==> config.mk <==
export PLATFORM = sky130hd
export DESIGN_NAME = freq_meter_flat
export DESIGN_NICKNAME = d
export VERILOG_FILES = /design/src/rtl/freq_meter_if.sv /design/src/rtl/freq_meter.sv /design/src/flat_wrapper.sv
export SDC_FILE = /design/constraint.sdc
export NUM_CORES = 1
export LEC_CHECK = 0
export CAP_MARGIN = 20
export CORE_ASPECT_RATIO = 0.5
export CORE_MARGIN = 2
export CORE_UTILIZATION = 50
export CTS_CLUSTER_DIAMETER = 80
export CTS_CLUSTER_SIZE = 30
export DETAILED_ROUTE_END_ITERATION = 6
export GPL_TIMING_DRIVEN = 0
export PLACE_DENSITY = 0.83
export SLEW_MARGIN = 15
export SYNTH_ARGS = -nofsm -noshare
export SYNTH_HDL_FRONTEND = slang
export SYNTH_SLANG_ARGS = --single-unit
==> constraint.sdc <==
create_clock -name clk -period 1.9 [get_ports clk]
set_input_delay 0.19 -clock clk [delete_from_list [all_inputs] [get_ports clk]]
set_output_delay 0.19 -clock clk [all_outputs]
set_load 0.02 [all_outputs]
==> src/rtl/freq_meter_if.sv <==
// Result/control bundle between freq_meter and its host.
//   start        host -> meter   one-cycle measurement request
//   cont         host -> meter   continuous (auto-restart) mode
//   result_ack   host -> meter   consumer has taken the result
//   busy         meter -> host   measurement window or latch in progress
//   result       meter -> host   edge count of the last completed gate
//   result_valid meter -> host   result held, awaiting ack
//   sat          meter -> host   last gate saturated the counter
//   overrun      meter -> host   sticky: unacked result was overwritten
interface freq_meter_if #(
  parameter int CNT_W = 26
);
  logic             start;
  logic             cont;
  logic             result_ack;
  logic             busy;
  logic [CNT_W-1:0] result;
  logic             result_valid;
  logic             sat;
  logic             overrun;

  modport master (
    input  start, cont, result_ack,
    output busy, result, result_valid, sat, overrun
  );

  modport slave (
    output start, cont, result_ack,
    input  busy, result, result_valid, sat, overrun
  );
endinterface

==> src/rtl/freq_meter.sv <==
// Frequency meter: counts rising edges of an asynchronous input over a gate
// window of GATE_CYCLES clk cycles and hands the count to a consumer over a
// valid/ack handshake. Single-shot (start) or continuous (cont) operation.
// Ports:
//   clk     system clock
//   rst     synchronous active-high reset
//   sig_in  measured signal, asynchronous to clk
//   bus     freq_meter_if master modport (start/cont/ack in, result/status out)
//
// state    | meaning
// ---------+-----------------------------------------------------------
// ST_IDLE  | waiting for start or cont
// ST_GATE  | counting edges for GATE_CYCLES cycles
// ST_LATCH | one cycle: publish count, then restart (cont) or go idle
module freq_meter #(
  parameter int GATE_CYCLES = 60000000,
  parameter int CNT_W       = 26,
  parameter int SYNC_STAGES = 2
) (
  input  logic            clk,
  input  logic            rst,
  input  logic            sig_in,
  freq_meter_if.master    bus
);

  localparam int GW = (GATE_CYCLES > 1) ? $clog2(GATE_CYCLES) : 1;

  localparam logic [1:0] ST_IDLE  = 2'd0;
  localparam logic [1:0] ST_GATE  = 2'd1;
  localparam logic [1:0] ST_LATCH = 2'd2;

  logic [1:0]             state;
  logic [SYNC_STAGES-1:0] sync_q;
  logic                   hist_q;
  logic [GW-1:0]          gate_cnt;
  logic [CNT_W-1:0]       edge_cnt;
  logic                   gate_sat;
  logic [CNT_W-1:0]       result_q;
  logic                   valid_q;
  logic                   sat_q;
  logic                   overrun_q;

  logic edge_det;
  logic gate_last;
  logic cnt_max;

  assign edge_det  = sync_q[SYNC_STAGES-1] & ~hist_q;
  assign gate_last = (gate_cnt == GW'(GATE_CYCLES - 1));
  assign cnt_max   = &edge_cnt;

  always_ff @(posedge clk) begin
    if (rst) begin
      sync_q <= '0;
      hist_q <= 1'b0;
    end else begin
      sync_q <= {sync_q[SYNC_STAGES-2:0], sig_in};
      hist_q <= sync_q[SYNC_STAGES-1];
    end
  end

  always_ff @(posedge clk) begin
    if (rst) begin
      state     <= ST_IDLE;
      gate_cnt  <= '0;
      edge_cnt  <= '0;
      gate_sat  <= 1'b0;
      result_q  <= '0;
      valid_q   <= 1'b0;
      sat_q     <= 1'b0;
      overrun_q <= 1'b0;
    end else begin
      // Ack clears valid; a LATCH in the same cycle overrides below so the
      // fresh result stays valid.
      if (valid_q && bus.result_ack) valid_q <= 1'b0;

      case (state)
        ST_IDLE: begin
          if (bus.start || bus.cont) begin
            state    <= ST_GATE;
            gate_cnt <= '0;
            edge_cnt <= '0;
            gate_sat <= 1'b0;
          end
        end
        ST_GATE: begin
          gate_cnt <= gate_cnt + GW'(1);
          if (edge_det) begin
            if (cnt_max) gate_sat <= 1'b1;
            else         edge_cnt <= edge_cnt + CNT_W'(1);
          end
          if (gate_last) state <= ST_LATCH;
        end
        ST_LATCH: begin
          result_q <= edge_cnt;
          sat_q    <= gate_sat;
          valid_q  <= 1'b1;
          if (valid_q && !bus.result_ack) overrun_q <= 1'b1;
          if (bus.cont) begin
            state    <= ST_GATE;
            gate_cnt <= '0;
            edge_cnt <= '0;
            gate_sat <= 1'b0;
          end else begin
            state <= ST_IDLE;
          end
        end
        default: state <= ST_IDLE;
      endcase
    end
  end

  assign bus.busy         = (state == ST_GATE) || (state == ST_LATCH);
  assign bus.result       = result_q;
  assign bus.result_valid = valid_q;
  assign bus.sat          = sat_q;
  assign bus.overrun      = overrun_q;

endmodule

==> src/flat_wrapper.sv <==
// flat-port wrapper written by rule: the top's interface ports become plain ports
module freq_meter_flat 
#(
  parameter int GATE_CYCLES = 60000000,
  parameter int CNT_W       = 26,
  parameter int SYNC_STAGES = 2
)
  (clk, rst, sig_in, bus_start, bus_cont, bus_result_ack, bus_busy, bus_result, bus_result_valid, bus_sat, bus_overrun);
  freq_meter_if #(.CNT_W(CNT_W)) bus_i ();
  input  logic clk;
  input  logic rst;
  input  logic sig_in;
  input wire logic [$bits(bus_i.start)-1:0] bus_start;
  input wire logic [$bits(bus_i.cont)-1:0] bus_cont;
  input wire logic [$bits(bus_i.result_ack)-1:0] bus_result_ack;
  output wire logic [$bits(bus_i.busy)-1:0] bus_busy;
  output wire logic [$bits(bus_i.result)-1:0] bus_result;
  output wire logic [$bits(bus_i.result_valid)-1:0] bus_result_valid;
  output wire logic [$bits(bus_i.sat)-1:0] bus_sat;
  output wire logic [$bits(bus_i.overrun)-1:0] bus_overrun;
  assign bus_i.start = bus_start;
  assign bus_i.cont = bus_cont;
  assign bus_i.result_ack = bus_result_ack;
  assign bus_busy = bus_i.busy;
  assign bus_result = bus_i.result;
  assign bus_result_valid = bus_i.result_valid;
  assign bus_sat = bus_i.sat;
  assign bus_overrun = bus_i.overrun;
  freq_meter #(.GATE_CYCLES(GATE_CYCLES), .CNT_W(CNT_W), .SYNC_STAGES(SYNC_STAGES)) u_core (.clk(clk), .rst(rst), .sig_in(sig_in), .bus(bus_i));
endmodule
==> flow_summary.json, run 1 <==
{
  "holdCritPathClass": "in -> reg",
  "hold_depth": 2,
  "async_reset_ff_share_pct": 0,
  "layout_common_cells": "dfxtp_1, nor2_1, clkdlybuf4s50_1",
  "yosys_warnings": 0,
  "power_per_cell_area_nw_per_um2": 721,
  "synth_area_um2": 3990,
  "n_antenna_cell": 0,
  "critical_path.slowest_cell": "or3_2",
  "report.final.slew_viol_count": 0,
  "wl_per_cell_um": 17.5,
  "rsz0062_at_grt": "yes",
  "cts-root-buf": "clkbuf_16",
  "r2r_slack_ns": -0.18,
  "dieArea_um2": 8760,
  "crit_chain": "ha_2, nand2_1, or3_2, nor3_1, nand4_1, o41ai_2",
  "routabilityCongestion": 0.863,
  "synth_cells": 447,
  "clock-sinks": 87,
  "dieWidth_um": 130,
  "dpl.hpwl_mm": 5.97,
  "crit_type": "reg -> reg",
  "worst_pin_slew_ns": 0.781,
  "worstPathMaxFanout": 7,
  "path_buf_inv": 0,
  "power.leakage_nw": 1.91,
  "io-pin-count": 36,
  "fin_crit_sh_pct": 109,
  "fmax_mhz": 482,
  "die_h_um": 67.2,
  "start_util_pct": 52.9,
  "finalSetupViolCount": 41,
  "hold_viol": 0,
  "cts_buffers": 9,
  "ant_nets": 0,
  "cts.clk_slew.worst_paths_ns": 0.06,
  "drive_gt1_share_pct": 30.4,
  "ys.flop_type": "dfxtp_1",
  "area_growth_pct": 38.8,
  "rr_startpoint": "u_core.edge_cnt[0]$_SDFFE_PP0P_",
  "drt_iter0_drc": 292,
  "syn_area_per_cell_um2": 8.93,
  "fin_nets": 546,
  "dp_slack_ns": -0.565,
  "endpoint_kind": "flip-flop",
  "hold_start": "sig_in",
  "clock_path_buffers": 2,
  "period_needed_ns": 2.08,
  "routed_wl_mm": 11.2,
  "core_um2": 7540,
  "reg2reg_depth": 6,
  "antenna_found_initial": 0,
  "htree_num_levels": 3,
  "ys_ff_latch": 87,
  "num_rows": 22,
  "whs_endpoint": "u_core.sync_q[0]$_SDFF_PP0_",
  "ir_worst_vdd_v": 0.000438,
  "start_kind": "flip-flop",
  "postLayoutSetupSlackWorst_ns": -0.176,
  "hold_buffers": 0,
  "insertion_delay_ns": 0.34,
  "grt_pass1_vias": 3326,
  "finClkSkew_ns": 0.00323,
  "synthDistinctLibCells": 55,
  "dp.cells": 590,
  "critical-path-max-stage-delay_ns": 0.50,
  "critPathTopFamily": "simple AND/OR/NAND/NOR gates",
  "cp_data_arrival_time_ns": 2.32,
  "final_common_cell": "dfxtp_1",
  "r2r-end": "u_core.edge_cnt[22]$_SDFFE_PP0P_",
  "max-cap-violations": 0,
  "slew_headroom_pct": 48.0,
  "via_per_inst": 5.81,
  "fin_hold_ws_ns": 0.418,
  "ys_seq_area_share_pct": 43.6,
  "grt_pass1_wl_mm": 16.3,
  "drc": 0,
  "fin_cells": 644,
  "overflow": 0,
  "grt_usage_pct": 24.2,
  "cp.required_ns": 2.15,
  "vias": 3744,
  "synth_nets": 459,
  "grt_start_max_net_pins": 13,
  "firstDrtPassIters": 5,
  "numPortBuffers": 35,
  "synth_edf_count": 0,
  "status": "complete, but fails checks",
  "cts_tree": "done",
  "violations": "setup timing"
}
==> worst max-delay path by stage <==
stage | from | to | slack (ns) | cells past startpoint
final | u_core.edge_cnt[0]$_SDFFE_PP0P_ | u_core.edge_cnt[22]$_SDFFE_PP0P_ | -0.18 | 6
after CTS | u_core.state[1]$_SDFFE_PP0P_ | u_core.gate_cnt[22]$_SDFFE_PP0P_ | -0.12 | 10
after detailed placement | rst | u_core.edge_cnt[14]$_SDFFE_PP0P_ | -0.57 | 8
after floorplan | u_core.state[1]$_SDFFE_PP0P_ | u_core.edge_cnt[22]$_SDFFE_PP0P_ | 0.007 | 9
after global routing | u_core.state[1]$_SDFFE_PP0P_ | u_core.edge_cnt[9]$_SDFFE_PP0P_ | -0.23 | 9
after global placement | rst | u_core.edge_cnt[14]$_SDFFE_PP0P_ | -0.55 | 8
==> power by group <==
| part | total, W | internal (W) | switching (W) |
|---|---|---|---|
| clock network | 0.00168 | 0.000995 | 0.000682 |
| registers | 0.00184 | 0.00183 | 0.0000109 |
| logic | 0.000473 | 0.000202 | 0.000272 |
==> per-layer routing <==
layer | global-route usage (%) | wire length, um | share of wire, %
met1 | 30.0 | 4660 | 41
met2 | 41.1 | 5480 | 49
met3 | 6.89 | 733 | 6.5
met4 | 9.18 | 368 | 3.3
met5 | 0 | 0 | 0
==> state kept, by name (all words and copies together) (netlist names), 2 cells and up <==
name / cells
u_core.gate_cnt: 26
u_core.sync_q: 2
u_core.edge_cnt: 26
u_core.state: 2
u_core.bus.result: 26
==> repair_timing <==
| item | 4_1_cts | 5_1_grt |
|---|---|---|
| gates cloned | 3 | 0 |
| buffers inserted | 24 | 18 |
| endpoints found under the setup margin | 62 | 58 |
| pin swaps | 35 | 32 |
| endpoints found under the hold margin | 0 | 0 |
| resized for setup | 60 | 71 |
==> cell families (layout without fill, tap and decap cells) <==
family,after synthesis,in the layout,share of synthesized area (%)
AND/OR/NAND/NOR,207,208,27.9
flip-flops,87,87,43.6
AO/OA/AOI/OAI,69,70,10.9
multiplexers,28,28,7.02
XOR/XNOR,25,25,5.48
buffers and inverters,25,112,3.23
adder cells (fa/ha/maj),6,6,1.88
==> metrics by stage <==
step / util [%] / total power, W / area [um2] / TNS (ns)
after floorplan: - / 0.00209 / 4000 / 0
after global placement: 59.5 / 0.00216 / 4490 / -19.35
after detailed placement: 59.5 / 0.00217 / 4490 / -21.61
after CTS: 68.4 / 0.00393 / 5160 / -1.91
after global routing: 73.5 / 0.00411 / 5540 / -7.27
final: 73.5 / 0.00400 / 5540 / -3.28
==> cell type report <==
type	instances	area [um2]
Multi-Input combinational cell	337	2530
Timing Repair Buffer	75	692
Sequential cell	87	1760
Buffer	14	111
Inverter	10	40.0
Clock inverter	2	35.0
Tap cell	108	135
Clock buffer	11	233
Fill cell	508	2000
==> Yosys cell counts, types with 2 or more instances <==
master,n,area (um2)
and3_2,2,15.0
nor4_2,2,25.0
xnor2_1,16,140
nor4_4,3,63.8
inv_1,10,37.5
nor3_1,6,30.0
nor2_1,83,312
a21oi_1,12,60.1
buf_2,4,20.0
mux2i_1,28,280
nand2_1,37,139
nor4b_1,2,17.5
o31ai_1,9,67.6
dfxtp_1,87,1740
buf_6,3,33.8
nand3_2,2,20.0
xor2_1,9,78.8
a31oi_1,7,43.8
buf_1,2,7.51
and3_1,4,25.0
nor4_1,2,12.5
nand4_1,11,68.8
nor3_2,2,20.0
clkbuf_1,4,15.0
o21ai_1,13,65.1
nand4_2,3,37.5
or3_1,5,31.3
buf_4,2,15.0
ha_1,6,75.1
nand2b_1,2,12.5
o32ai_1,2,17.5
o21ai_0,17,85.1
nand3_1,20,100
and4_1,3,26.3
or3_2,2,15.0
nor2b_1,6,37.5
Note: power is estimated with default switching activity, not from simulation.
==> run 2: changes to the inputs <==
Settings changed: CORE_UTILIZATION 50 to 42, PLACE_DENSITY 0.83 to 0.73.
==> run 2 against run 1 <==
  * The run still ends with setup timing left
  * Final cell count increased by 0.93%
  * Fmax up 2.3%
  * Critical path depth rose by 4
  * Count of clock-buffer cells in the layout unchanged
  * First-iteration DRC count down 13%
  * Cell area is 2.7% lower
  * Clock skew grew 0.0033 ns
  * Critical path type unchanged
  * Critical endpoint is now u_core.edge_cnt[15]$_SDFFE_PP0P_
  * Largest power group unchanged
==> flow_summary.json, run 2 (synthesis gave the netlist of run 1 again) <==
{
  "fin_nets": 539,
  "max-cap-violations": 0,
  "power_per_cell_area_nw_per_um2": 711,
  "num_rows": 25,
  "hold_start": "sig_in",
  "cp.required_ns": 2.19,
  "start_util_pct": 42.7,
  "crit_type": "reg -> reg",
  "power.leakage_nw": 1.91,
  "insertion_delay_ns": 0.34,
  "io-pin-count": 36,
  "overflow": 0,
  "reg2reg_depth": 10,
  "htree_num_levels": 3,
  "pwr-share-comb_pct": 10.7,
  "endpoint_kind": "flip-flop",
  "r2r-end": "u_core.edge_cnt[15]$_SDFFE_PP0P_",
  "worstPathMaxFanout": 5,
  "grt_pass1_wl_mm": 15.6,
  "fin_hold_ws_ns": 0.424,
  "rsz0062_at_grt": "yes",
  "finClkSkew_ns": 0.00657,
  "holdCritPathClass": "in -> reg",
  "ir_worst_vdd_v": 0.000454,
  "grt_start_max_net_pins": 13,
  "antenna_found_initial": 0,
  "hold_depth": 2,
  "firstDrtPassIters": 5,
  "whs_endpoint": "u_core.sync_q[0]$_SDFF_PP0_",
  "final_common_cell": "dfxtp_1",
  "rr_startpoint": "u_core.state[1]$_SDFFE_PP0P_",
  "seq_power_share_pct": 48.2,
  "finalSetupViolCount": 31,
  "clock_path_buffers": 2,
  "via_per_inst": 5.44,
  "r2r_slack_ns": -0.13,
  "place_area_um2": 4500,
  "core_um2": 9350,
  "grt_pass1_vias": 3270,
  "hold_viol": 0,
  "drc": 0,
  "clock-sinks": 87,
  "cts_tree": "done",
  "dieArea_um2": 10300,
  "area_growth_pct": 35.1,
  "worst_pin_slew_ns": 0.759,
  "drive_gt1_share_pct": 25.0,
  "fin_crit_sh_pct": 107,
  "cts_buffers": 9,
  "fin_cells": 650,
  "fmax_mhz": 493,
  "period_needed_ns": 2.03,
  "postLayoutSetupSlackWorst_ns": -0.130,
  "routabilityCongestion": 0.821,
  "final_core_util_pct": 57.7,
  "numPortBuffers": 35,
  "status": "complete, but fails checks",
  "cp_data_arrival_time_ns": 2.32,
  "dieWidth_um": 142,
  "wl_per_cell_um": 14.8,
  "ant_nets": 0,
  "drt_iter0_drc": 254,
  "vias": 3538,
  "report.power.total_w": 0.00383,
  "slew_headroom_pct": 49.4,
  "start_kind": "flip-flop",
  "grt_usage_pct": 19.1,
  "power.share.clock_pct": 41.1,
  "cts-root-buf": "clkbuf_16",
  "violations": "setup timing",
  "dp.cells": 603,
  "report.final.slew_viol_count": 0,
  "design_area_um2": 5390,
  "n_antenna_cell": 0,
  "layout_common_cells": "dfxtp_1, nor2_1, clkdlybuf4s50_1",
  "swShare_pct": 24.1,
  "dpl.hpwl_mm": 5.92,
  "die_h_um": 72.9,
  "internal_power_w": 0.00291,
  "routed_wl_mm": 9.64,
  "switchingPower_w": 0.000925,
  "cts.clk_slew.worst_paths_ns": 0.06
}
run 2: critical path: stages, from the launching register on:
cell     delay, ns
dfxtp_4       0.37
inv_4         0.04
ha_4          0.15
nor3b_4       0.18
buf_6         0.14
nor4_4        0.36
nand2_2       0.14
nor2b_4       0.24
buf_4         0.15
a21o_1        0.10
o21a_1        0.10
run 2: cell type report:
cell class,instances,area (um2)
Inverter,10,42.5
Timing Repair Buffer,68,633
Sequential cell,87,1750
Multi-Input combinational cell,337,2450
Fill cell,766,3960
Tap cell,121,151
Buffer,14,108
Clock buffer,11,243
Clock inverter,2,10.0
run 2: worst max path at each step:
stage | startpoint | endpoint | slack (ns) | cells after the start
2_1_floorplan | u_core.state[1]$_SDFFE_PP0P_ | u_core.edge_cnt[22]$_SDFFE_PP0P_ | 0.007 | 9
3_3_place_gp | rst | u_core.edge_cnt[14]$_SDFFE_PP0P_ | -0.56 | 8
3_5_place_dp | rst | u_core.edge_cnt[16]$_SDFFE_PP0P_ | -0.55 | 8
4_1_cts | u_core.state[1]$_SDFFE_PP0P_ | u_core.gate_cnt[17]$_SDFFE_PP0P_ | -0.08 | 10
5_1_grt | u_core.state[1]$_SDFFE_PP0P_ | u_core.edge_cnt[15]$_SDFFE_PP0P_ | -0.24 | 10
6_report | u_core.state[1]$_SDFFE_PP0P_ | u_core.edge_cnt[15]$_SDFFE_PP0P_ | -0.13 | 10
run 2: routing by layer:
layer / track usage (%) / wire (um) / vias to the layer above
li1: - / - / 1742
met1: 23.9 / 4340 / 1685
met2: 31.7 / 4670 / 93
met3: 5.71 / 405 / 18
met4: 6.89 / 215 / 0
met5: 0 / 0 / -
run 2: power groups by stage:
| stage | clock, W | sequential, W | combinational [W] |
|---|---|---|---|
| floorplan | 0 | 0.00188 | 0.000206 |
| global placement | 0 | 0.00189 | 0.000279 |
| detailed placement | 0 | 0.00189 | 0.000282 |
| CTS | 0.00159 | 0.00184 | 0.000367 |
| global route | 0.00166 | 0.00185 | 0.000441 |
| finish | 0.00157 | 0.00185 | 0.000410 |
run 2: timing repair:
action,4_1_cts,5_1_grt
gates resized for setup,48,46
endpoints found under the hold margin,0,0
hold buffers,0,0
pin swaps,23,16
endpoints found under the setup margin,62,48
setup buffers,18,15
gates cloned,2,1
run 2: per-stage QoR:
step / setup TNS, ns / setup slack [ns]
2_1_floorplan: 0 / 0.00684
6_report: -1.80 / -0.130
3_5_place_dp: -21.61 / -0.551
4_1_cts: -0.861 / -0.0808
5_1_grt: -6.02 / -0.240
3_3_place_gp: -20.25 / -0.558
==> run 3: changes to the inputs <==
Settings changed: GPL_TIMING_DRIVEN 0 to unset.
==> run 3 against run 2 <==
  * The flow still finishes with violations (setup timing)
  * Clock skew down 0.0027 ns
  * Register-to-register slack worse by 0.02 ns
  * Total power up 6.1%
  * Critical path depth unchanged
  * Sequential share of layout area down 2.1 points
  * Final cell count up 4.3%
  * Global-route usage down 0.71 points
  * Sequential cell count unchanged
  * Largest cell class unchanged
==> flow_summary.json, run 3 (synthesis gave the netlist of run 1 again) <==
{
  "fin_crit_sh_pct": 108,
  "rr_startpoint": "u_core.state[0]$_SDFFE_PP0P_",
  "fin_hold_ws_ns": 0.400,
  "critical_path.slowest_cell": "dfxtp_2",
  "drt_iter0_drc": 248,
  "dieWidth_um": 142,
  "die_h_um": 72.9,
  "routabilityCongestion": 0.825,
  "start_kind": "flip-flop",
  "drive_gt1_share_pct": 30.2,
  "power_per_cell_area_nw_per_um2": 708,
  "vias": 3591,
  "ant_nets": 0,
  "cp_common_cell": "o21ai_0",
  "busiest_layer": "met2",
  "period_needed_ns": 2.05,
  "fin_nets": 565,
  "start_util_pct": 42.7,
  "io-pin-count": 36,
  "numPortBuffers": 35,
  "hold_start": "sig_in",
  "hold_viol": 0,
  "ir_worst_vdd_v": 0.000394,
  "routed_wl_mm": 9.90,
  "overflow": 0,
  "layout_common_cells": "dfxtp_1, nor2_1, buf_4",
  "pwr-share-comb_pct": 11.6,
  "final_common_cell": "dfxtp_1",
  "worst_pin_slew_ns": 0.475,
  "clock_path_buffers": 2,
  "crit_type": "reg -> reg",
  "core_um2": 9350,
  "crit_chain": "inv_2, ha_4, nor3b_4, buf_4, nor4_2, or2_4, o22ai_4, buf_6, o21ai_0, o21ai_0",
  "cts_buffers": 9,
  "use_met1_pct": 23.0,
  "dpl.hpwl_mm": 6.20,
  "area_growth_pct": 43.9,
  "endpoint_kind": "flip-flop",
  "status": "complete, but fails checks",
  "grt_pass1_vias": 3272,
  "fmax_mhz": 488,
  "antenna_found_initial": 0,
  "grt_usage_pct": 18.3,
  "cts-root-buf": "clkbuf_16",
  "violations": "setup timing",
  "slew_headroom_pct": 68.3,
  "hold_buffers": 0,
  "grt_start_max_net_pins": 31,
  "grt_pass1_wl_mm": 15.1,
  "r2r_slack_ns": -0.15,
  "firstDrtPassIters": 6,
  "cts.clk_slew.worst_paths_ns": 0.06,
  "cp.required_ns": 2.12,
  "dieArea_um2": 10300,
  "cp_data_arrival_time_ns": 2.27,
  "wl_per_cell_um": 14.6,
  "num_rows": 25,
  "power.leakage_nw": 2.07,
  "worstPathMaxFanout": 5,
  "rsz0062_at_grt": "yes",
  "swShare_pct": 23.6,
  "seq_power_share_pct": 45.4,
  "clock-sinks": 87,
  "critical-path-max-stage-delay_ns": 0.34,
  "gr-usage-met3_pct": 4.86,
  "postLayoutSetupSlackWorst_ns": -0.150,
  "n_antenna_cell": 0,
  "grt_use_met2_pct": 31.2,
  "report.final.slew_viol_count": 0,
  "finClkSkew_ns": 0.00388,
  "startpoint": "u_core.state[0]$_SDFFE_PP0P_",
  "drc": 0,
  "via_per_inst": 5.30,
  "holdCritPathClass": "in -> reg",
  "finalSetupViolCount": 32,
  "htree_num_levels": 3,
  "insertion_delay_ns": 0.35,
  "max-cap-violations": 0,
  "cts_tree": "done",
  "report.power.total_w": 0.00407,
  "switchingPower_w": 0.000962,
  "power.share.clock_pct": 43.0,
  "internal_power_w": 0.00311
}
-- run 3: power by group through the flow --
stage,Combinational [W],Clock (W),Sequential [W]
floorplan,0.000206,0,0.00188
global placement,0.000341,0,0.00188
detailed placement,0.000350,0,0.00188
CTS,0.000391,0.00178,0.00184
global route,0.000503,0.00186,0.00184
finish,0.000474,0.00175,0.00184
-- run 3: per-stage QoR --
| stage | cell area, um2 | utilization (%) | setup TNS, ns | setup WS [ns] | cells |
|---|---|---|---|---|---|
| final | 5740 | 61.4 | -1.94 | -0.150 | 678 |
| after global routing | 5740 | 61.4 | -5.17 | -0.228 | 678 |
| after CTS | 5360 | 57.3 | -0.337 | -0.108 | 669 |
| after detailed placement | 4880 | 52.1 | -7.93 | -0.249 | 648 |
| after global placement | 4880 | 52.1 | -6.02 | -0.183 | 648 |
| after floorplan | 4000 | - | 0 | 0.00684 | 447 |
-- run 3: layout make-up --
cell class                      instances  area [um2]
Clock buffer                           12         246
Inverter                               10        37.5
Clock inverter                          3        43.8
Tap cell                              121         151
Sequential cell                        87        1740
Multi-Input combinational cell        337        2510
Fill cell                             741        3610
Timing Repair Buffer                  108        1010
-- run 3: final timing paths --
path | endpoint | cells past startpoint
setup / recovery | u_core.edge_cnt[21]$_SDFFE_PP0P_ | 10
hold / removal | u_core.sync_q[0]$_SDFF_PP0_ | 2
setup reg to reg | u_core.edge_cnt[21]$_SDFFE_PP0P_ | 10
hold reg to reg | u_core.sync_q[1]$_SDFF_PP0_ | 1
-- run 3: repair_timing --
action                                 in CTS  in global routing
setup buffers                               6                  9
resized for setup                          38                 64
endpoints found under the hold margin       0                  0
setup endpoints to repair                  52                 46
pin swaps                                  18                 35
cloned                                      1                  2
-- run 3: routing by layer --
layer / wire length, um / share of wire, %
met3: 465 / 4.7
met5: 0 / 0
met2: 4990 / 50
met4: 150 / 1.5
met1: 4300 / 43
-- run 3: critical path: cells and delay by family (launching register included) --
| family | cells | cell delay (ns) |
|---|---|---|
| fa+ha+maj | 1 | 0.15 |
| buf+inv | 3 | 0.36 |
| simple gates | 3 | 0.71 |
| flops | 1 | 0.34 |
| compound gates | 3 | 0.38 |
